## config.mk

```make
export PLATFORM = sky130hd
export DESIGN_NAME = mem_stage
export DESIGN_NICKNAME = d
export VERILOG_FILES = /design/src/rtl/riscv_pkg.sv /design/src/rtl/mem_stage_load_align.sv /design/src/rtl/mem_stage.sv
export SDC_FILE = /design/constraint.sdc
export NUM_CORES = 1
export LEC_CHECK = 0
export ABC_CLOCK_PERIOD_IN_PS = 2100
export BUFFER_PORTS_ARGS = -buffer_cell sky130_fd_sc_hd__buf_4
export CAP_MARGIN = 25
export CORE_AREA = 2 2 97 99
export CTS_BUF_LIST = sky130_fd_sc_hd__clkbuf_8
export DETAILED_ROUTE_END_ITERATION = 12
export DIE_AREA = 0 0 99 101
export PLACE_DENSITY = 0.79
export SYNTH_ARGS = -nofsm -noshare
export SYNTH_HDL_FRONTEND = slang
export SYNTH_HIERARCHICAL = 1
export SYNTH_SLANG_ARGS = --single-unit
```

## constraint.sdc

```tcl
create_clock -name clk -period 2.1 [get_ports clk]
set_input_delay 0.105 -clock clk [delete_from_list [all_inputs] [get_ports clk]]
set_output_delay 0.105 -clock clk [all_outputs]
set_load 0.1 [all_outputs]
```

## src/rtl/riscv_pkg.sv

```systemverilog
// Shared RISC-V pipeline types: memory-op kinds, load/store funct3 codes and
// the memory-stage FSM states.
package riscv_pkg;

  typedef enum logic [1:0] {
    MEM_NONE  = 2'd0,
    MEM_LOAD  = 2'd1,
    MEM_STORE = 2'd2
  } mem_op_t;

  typedef enum logic [1:0] {
    IDLE = 2'd0,
    BUSY = 2'd1,
    DONE = 2'd2
  } mem_state_t;

  localparam logic [2:0] F3_B  = 3'b000;
  localparam logic [2:0] F3_H  = 3'b001;
  localparam logic [2:0] F3_W  = 3'b010;
  localparam logic [2:0] F3_BU = 3'b100;
  localparam logic [2:0] F3_HU = 3'b101;

endpackage

```

## src/rtl/mem_stage_load_align.sv

```systemverilog
// load_align: picks the addressed byte/half out of a read word and sign- or
// zero-extends it; purely combinational.
module load_align
  import riscv_pkg::*;
(
  input  logic [31:0] rdata,
  input  logic [1:0]  addr,
  input  logic [2:0]  funct3,
  output logic [31:0] data
);

  logic [31:0] shifted;
  logic [7:0]  b;
  logic [15:0] h;

  always_comb begin
    shifted = rdata >> {addr, 3'b000};
    b       = shifted[7:0];
    // Halves are picked on addr[1] only, so a misaligned half reads its aligned half.
    h       = addr[1] ? rdata[31:16] : rdata[15:0];
    case (funct3)
      F3_B:    data = {{24{b[7]}}, b};
      F3_BU:   data = {24'd0, b};
      F3_H:    data = {{16{h[15]}}, h};
      F3_HU:   data = {16'd0, h};
      default: data = rdata;
    endcase
  end

endmodule

```

## src/rtl/mem_stage.sv

```systemverilog
// mem_stage: load/store over a single-outstanding req/ack bus, stalls the pipe while busy.
// Optional MEM_MISALIGN_TRAP_EN adds misalign_m and suppresses misaligned requests.
module mem_stage
  import riscv_pkg::*;
#(
  parameter int ADDR_W = 32
) (
  input  logic              clk,
  input  logic              reset,
  input  logic              halted,
  input  mem_op_t           mem_op_m,
  input  logic [2:0]        funct3_m,
  input  logic [31:0]       addr_m,
  input  logic [31:0]       alu_result_m,
  input  logic [31:0]       wdata_m,
  input  logic              rd_valid_e,
  input  logic [4:0]        rd_e,
  output logic              dbus_req,
  output logic              dbus_we,
  output logic [ADDR_W-1:0] dbus_addr,
  output logic [3:0]        dbus_be,
  output logic [31:0]       dbus_wdata,
  input  logic              dbus_ack,
  input  logic [31:0]       dbus_rdata,
  output logic              mem_stall,
  output logic              rd_valid_m,
  output logic [4:0]        rd_m,
  output logic [31:0]       reg_d_m
`ifdef MEM_MISALIGN_TRAP_EN
  ,
  output logic              misalign_m
`endif
);

  mem_state_t  state, state_nxt;
  logic [31:0] rdata_buf;
  logic [31:0] load_data;
  logic        mem_op;
  logic        issue;

  assign mem_op = (mem_op_m != MEM_NONE);

`ifdef MEM_MISALIGN_TRAP_EN
  logic misalign;
  always_comb begin
    misalign = 1'b0;
    case (funct3_m[1:0])
      2'b00:   misalign = 1'b0;
      2'b01:   misalign = addr_m[0];
      default: misalign = (addr_m[1:0] != 2'b00);
    endcase
  end
  assign misalign_m = !reset && (state == IDLE) && mem_op && misalign;
  assign issue      = mem_op && !misalign;
`else
  assign issue = mem_op;
`endif

  always_comb begin
    state_nxt = state;
    dbus_req  = 1'b0;
    mem_stall = 1'b0;
    case (state)
      IDLE: begin
        if (issue) begin
          dbus_req  = 1'b1;
          mem_stall = 1'b1;
          state_nxt = dbus_ack ? DONE : BUSY;
        end
      end
      BUSY: begin
        dbus_req  = 1'b1;
        mem_stall = 1'b1;
        if (dbus_ack) state_nxt = DONE;
      end
      DONE: begin
        if (!halted) state_nxt = IDLE;
      end
      default: state_nxt = IDLE;
    endcase
    if (reset) begin
      dbus_req  = 1'b0;
      mem_stall = 1'b0;
    end
  end

  always_ff @(posedge clk or posedge reset) begin
    if (reset) begin
      state     <= IDLE;
      rdata_buf <= 32'd0;
    end else begin
      state <= state_nxt;
      // Only an ack answering our own request is captured; stray acks are dropped.
      if (dbus_req && dbus_ack) rdata_buf <= dbus_rdata;
    end
  end

  // Request fields come straight from the EX/MEM register, which mem_stall freezes.
  always_comb begin
    dbus_be    = 4'b1111;
    dbus_wdata = wdata_m;
    case (funct3_m[1:0])
      2'b00: begin
        dbus_be    = 4'b0001 << addr_m[1:0];
        dbus_wdata = {4{wdata_m[7:0]}};
      end
      2'b01: begin
        dbus_be    = addr_m[1] ? 4'b1100 : 4'b0011;
        dbus_wdata = {2{wdata_m[15:0]}};
      end
      default: begin
        dbus_be    = 4'b1111;
        dbus_wdata = wdata_m;
      end
    endcase
  end

  assign dbus_we   = (mem_op_m == MEM_STORE);
  assign dbus_addr = {addr_m[ADDR_W-1:2], 2'b00};

  load_align u_load_align (
    .rdata  (rdata_buf),
    .addr   (addr_m[1:0]),
    .funct3 (funct3_m),
    .data   (load_data)
  );

  assign reg_d_m    = ((state == DONE) && (mem_op_m == MEM_LOAD)) ? load_data : alu_result_m;
  assign rd_m       = rd_e;
  assign rd_valid_m = !reset && rd_valid_e && (mem_op_m != MEM_STORE) &&
                      (state != BUSY) && !((state == IDLE) && mem_op);

endmodule

```

==> impl_metrics.tcl, run 1 <==
set metrics [dict create \
    drt-pass1-iter-count 4 \
    cp_max_fo 15 \
    fp.dieArea_um2 10000 \
    fp.dieW_um 99 \
    power_density_nw_per_um2 800 \
    min-delay-start "dbus_rdata[27]" \
    grt_pass1_wl_um 14700 \
    htreeDepth 2 \
    synth.area.top_cells "dfrtp_1 27%, mux2_2 19%, mux2_4 14%" \
    grt.total_usage_pct 18.8 \
    relSlewSlack_pct 66.7 \
    avgViaCountPerCell 5.05 \
    yosys_register_bits 34 \
    layout_min_cycle_time_ps 2310 \
    setup_slack_ps -205 \
    utilization_pct 52.6 \
    peakVddDrop_mv 0.510 \
    startpoint "rdata_buf[31]" \
    outcome "finished, violations left" \
    wl_um 9730 \
    syn_inst 327 \
    finalNetCount 611 \
    grt_overflow 0 \
    pre_cts_ws_ps 50.9 \
    clk_pin_slew_ps 70 \
    hp-class "in -> reg" \
    endpoint_kind "output pin" \
    synthToLayoutAreaGrowth_pct 48.1 \
    clkLatencyLatePin_ps 290 \
    synth-xor-area-share_pct 0 \
    netSwitchingFraction_pct 47.3 \
    synth_compound_area_share_pct 8.44 \
    synthAdderAreaFrac_pct 0 \
    period_share_pct 110 \
    final_area_um2 4720 \
    postPlaceCellArea_um2 4440 \
    yosys.area.top_type_share_pct 26.7 \
    final_cells 578 \
    critPathMaxStageDelay_ps 500 \
    yosys_warnings 6 \
    violations "setup timing" \
    setup-tns-final_ps -4230 \
    maxSlewViolCount 0 \
    seqPwrFrac_pct 28.2 \
    ys_seq_area_share_pct 26.7 \
    ant_nets 0 \
    hold_viol 0 \
    nFillCells 805 \
    cts_buffer_depth 2 \
    dr_total_vias 2921 \
    worst_pin_slew_ps 493 \
    p_leak_nw 2.38 \
    antenna_found_initial 0 \
    cts_tree "done" \
    worst_setup_path_start_kind "flip-flop" \
    clock-sinks 34 \
    syn_avg_cell_area_um2 9.75 \
    finalSetupViolCount 25 \
    synth.distinct_cells 33 \
    p_switching_mw 1.79 \
    fp.dieH_um 101 \
    synth_top_family_by_area "multiplexers" \
    ios 252 \
    gp_congestion 0.910 \
    maxCapViolCount 0 \
    synth-simple-area-share_pct 12.1 \
    r2r_start "state[1]" \
    coreArea_um2 8980 \
    worstSetupPathType "reg -> out" \
    critical_path_buf_inv_count 2 \
    cts-root-buf "clkbuf_8" \
    place_inst 568 \
    cts_made_buffers 5 \
    max_freq_mhz 434 \
    diodes 0 \
    skew_ps 5.07 \
    cp_top_family "multiplexers" \
    crit_path_cell_trace "mux4_2 -> nor3b_4 -> o21bai_4 -> buf_12 -> nand2_1 -> mux2_2 -> buf_8" \
    rsz0062_at_grt "yes" \
    dp_hpwl_um 7740 \
    arrival_ps 2200 \
    initial_utilization_pct 35.5 \
    drc_errors 0 \
    netlist_area_um2 3190 \
    initialDrtViolationCount 173 \
    crit_slowest_cell "mux4_2" \
    pwr-share-comb_pct 59.3 \
    internal-power_mw 1.99 \
    num_rows 35 \
    crit_required_ps 2000 \
    wl_per_cell_um 16.8 \
    grt_pass1_vias 2928 \
    muxShareOfSynthArea_pct 38.0 \
    final_layout_size_suffix_gt1_share_pct 66.2 \
    grt_max_degree 35 \
    io_buffers 179 \
    clkPwrFrac_pct 12.5 \
    synth_top_cell_by_area "dfrtp_1" \
]
==> metal layers <==
layer	vias to the layer above	GRT usage [%]	wire length (µm)	part of all wire, %
met3	26	3.95	690	7.1
met5	-	0	0	0
li1	1377	-	-	-
met2	139	32.0	4960	51
met4	0	7.27	227	2.3
met1	1379	23.4	3850	40
==> Yosys cell counts, drive strengths merged <==
master,instances
conb,1
inv,3
nor4b,1
o21ai,18
nor3,5
o32ai,1
nand3b,2
mux4,1
nor2b,6
a21oi,6
nand2,55
o211ai,2
mux2i,12
or2,1
nand3,1
o311ai,1
o21bai,6
buf,57
mux2,85
a22oi,8
nor2,9
dfrtp,34
nand2b,2
or3,1
clkbuf,8
nor3b,1
==> per-stage QoR <==
step           power (mW)  hold slack [ps]
4_1_cts              3.78             40.7
6_report             3.78             37.1
5_1_grt              3.95             36.3
3_5_place_dp         3.22              211
2_1_floorplan        2.94              176
3_3_place_gp         3.17              211
==> cells by family after synthesis <==
logic type / Yosys count
AO/OA/AOI/OAI: 42
buffers and inverters: 68
flip-flops: 34
multiplexers: 98
other: 1
AND/OR/NAND/NOR: 84
==> what timing repair did <==
item                                    CTS  global route
resized for setup                        42             3
buffers inserted                          2             0
endpoints found under the hold margin    35             0
endpoints found under the setup margin   25            32
pin swaps                                 1             0
hold buffers                              2             0
==> sequential cells by signal, indices dropped and copies added (netlist names) <==
signal and cells:
state 2, rdata_buf 32
==> power by group through the flow <==
stage	registers [mW]	logic [mW]	clock network, mW
6_report	1.06	2.24	0.474
5_1_grt	1.09	2.34	0.519
4_1_cts	1.06	2.24	0.477
3_5_place_dp	1.07	2.15	0
3_3_place_gp	1.06	2.11	0
2_1_floorplan	0.971	1.97	0
==> path summary, 6_finish.rpt <==
check	cells after the start	to	slack, ps
hold / removal	2	rdata_buf[27]	40
hold reg to reg	1	rdata_buf[4]	510
min in group asynchronous	4	rdata_buf[0]	510
setup / recovery	7	reg_d_m[25]	-210
max in group asynchronous	4	state[1]	1270
setup reg to reg	4	rdata_buf[31]	380
==> cell usage in the layout, fill, tap and decap left out, drive strengths merged, types with 8 or more instances in the layout <==
cell type	netlist	layout
buf	57	196
mux2	85	85
nand2	55	55
dfrtp	34	34
o21ai	18	18
mux2i	12	12
nor2	9	9
a22oi	8	8
==> area by class of cell <==
cell class              count  area, µm²  share of cell area (%)
inverters                   3       11.3                   0.238
well taps                 111        139                    2.94
repair buffers            198       1670                    35.4
flip-flops and latches     34        852                    18.0
multi-input cells         226       1970                    41.7
clock buffers               6       82.6                    1.75
Power figures use the tool's default switching activity.
==> run 2, diff against run 1 <==
- PLACE_DENSITY: 0.79 -> 0.72
==> impl_metrics.tcl, run 2 (synthesized netlist as in run 1, its figures left out) <==
set metrics [dict create \
    crit_slowest_cell "mux4_2" \
    worst_pin_slew_ps 502 \
    regArea_um2 852 \
    maxCapViolCount 0 \
    synthToLayoutAreaGrowth_pct 49.3 \
    final_cell_mix "167 x buf_4, 52 x nand2_1, 45 x mux2_2" \
    drc_errors 0 \
    cts_buffer_depth 2 \
    largest_reg_flops 32 \
    relSlewSlack_pct 66.1 \
    initial_utilization_pct 35.5 \
    num_rows 35 \
    crit_required_ps 2000 \
    cp_max_fo 16 \
    cts_tree "done" \
    endpoint_kind "output pin" \
    fp.dieW_um 99 \
    max_freq_mhz 440 \
    clkLatencyLatePin_ps 280 \
    finalSetupViolCount 23 \
    cts_made_buffers 5 \
    arrival_ps 2170 \
    htreeDepth 2 \
    wl_per_cell_um 16.4 \
    grt_pass1_vias 2716 \
    avgViaCountPerCell 4.89 \
    finalNetCount 610 \
    fp.dieArea_um2 10000 \
    final_common_cell "buf_4" \
    fp.dieH_um 101 \
    nFillCells 811 \
    cts-root-buf "clkbuf_8" \
    critical_path_buf_inv_count 2 \
    grt_pass1_wl_um 14200 \
    largestRegisters "rdata_buf x32, state x2" \
    reg2reg_depth 4 \
    peakVddDrop_mv 0.359 \
    io_buffers 179 \
    grt_overflow 0 \
    hold_viol 0 \
    rsz0062_at_grt "yes" \
    ios 252 \
    grt.total_usage_pct 17.9 \
    dp_hpwl_um 7600 \
    clock-sinks 34 \
    outcome "finished, violations left" \
    maxSlewViolCount 0 \
    p_leak_nw 2.41 \
    critPathMaxStageDelay_ps 490 \
    multi_input_area_um2 1980 \
    regMostFlops "rdata_buf" \
    cp_top_family "multiplexers" \
    dr_total_vias 2834 \
    layout_min_cycle_time_ps 2270 \
    hp-class "in -> reg" \
    crit_path_cell_trace "mux4_2 -> nor3b_4 -> o21bai_4 -> buf_12 -> nand2_1 -> mux2_2 -> buf_6" \
    violations "setup timing" \
    holdWs_ps 44.5 \
    diodes 0 \
    drt-pass1-iter-count 4 \
    initialDrtViolationCount 131 \
    period_share_pct 108 \
    p_total_mw 3.79 \
    min_path_cells 2 \
    gp_congestion 0.858 \
    skew_ps 5.04 \
    utilization_pct 53.0 \
    wl_um 9510 \
    worstSetupPathType "reg -> out" \
    grt_max_degree 35 \
    worst_setup_path_start_kind "flip-flop" \
    coreArea_um2 8980 \
    setup_slack_ps -173 \
    power_density_nw_per_um2 796 \
    antenna_found_initial 0 \
    final_layout_size_suffix_gt1_share_pct 65.8 \
    ant_nets 0 \
    setup-tns-final_ps -3180 \
    crit_cells 7 \
    clk_pin_slew_ps 70 \
]
-- run 2: cell count changes in the layout (fill, tap and decap cells not counted), sizes merged --
| cell | previous run | this run |
|---|---|---|
| inv | 3 | 4 |
| clkinv | 0 | 1 |
| buf | 196 | 195 |
-- run 2: final timing paths --
kind                           startpoint             to  slack, ps
max reg2reg                      state[1]  rdata_buf[23]        370
min reg2reg                  rdata_buf[3]   rdata_buf[3]        520
max in group asynchronous           reset       state[1]       1280
min in group asynchronous           reset       state[0]        500
min                        dbus_rdata[18]  rdata_buf[18]         40
max                         rdata_buf[31]    reg_d_m[26]       -170
-- run 2: power breakdown --
part / internal, mW / switching, mW / leakage, nW / total, mW
registers: 0.851 / 0.191 / 0.401 / 1.04
clock network: 0.259 / 0.232 / 0.0524 / 0.491
logic: 0.907 / 1.35 / 1.96 / 2.26
total: 2.02 / 1.77 / 2.41 / 3.79
-- run 2: routing by layer --
layer	vias to the layer above	wire [µm]	global-route usage, %
li1	1377	-	-
met1	1312	4050	24.2
met2	127	4580	27.9
met3	18	699	4.85
met4	0	187	5.48
met5	-	0	0
-- run 2: timing repair --
| action | 4_1_cts | 5_1_grt |
|---|---|---|
| hold buffers | 2 | 0 |
| resized for setup | 45 | 15 |
| gates cloned | 0 | 0 |
| setup buffers | 1 | 2 |
| hold endpoints to repair | 35 | 0 |
| endpoints found under the setup margin | 25 | 32 |
| pin swaps | 3 | 1 |
-- run 2: area by class of cell --
type,count,area share [%]
clock buffers,6,1.73
clock inverters,2,0.184
inverters,3,0.237
multi-input cells,226,41.7
flip-flops and latches,34,17.9
well taps,111,2.92
repair buffers,197,35.4
-- run 2: stage by stage --
stage	instances	cell area (µm²)	setup slack, ps
after global placement	566	4400	10.7
after detailed placement	566	4400	-65.5
after floorplan	328	3250	-55.9
after global routing	579	4760	-230
after CTS	577	4690	-169
final	579	4760	-173
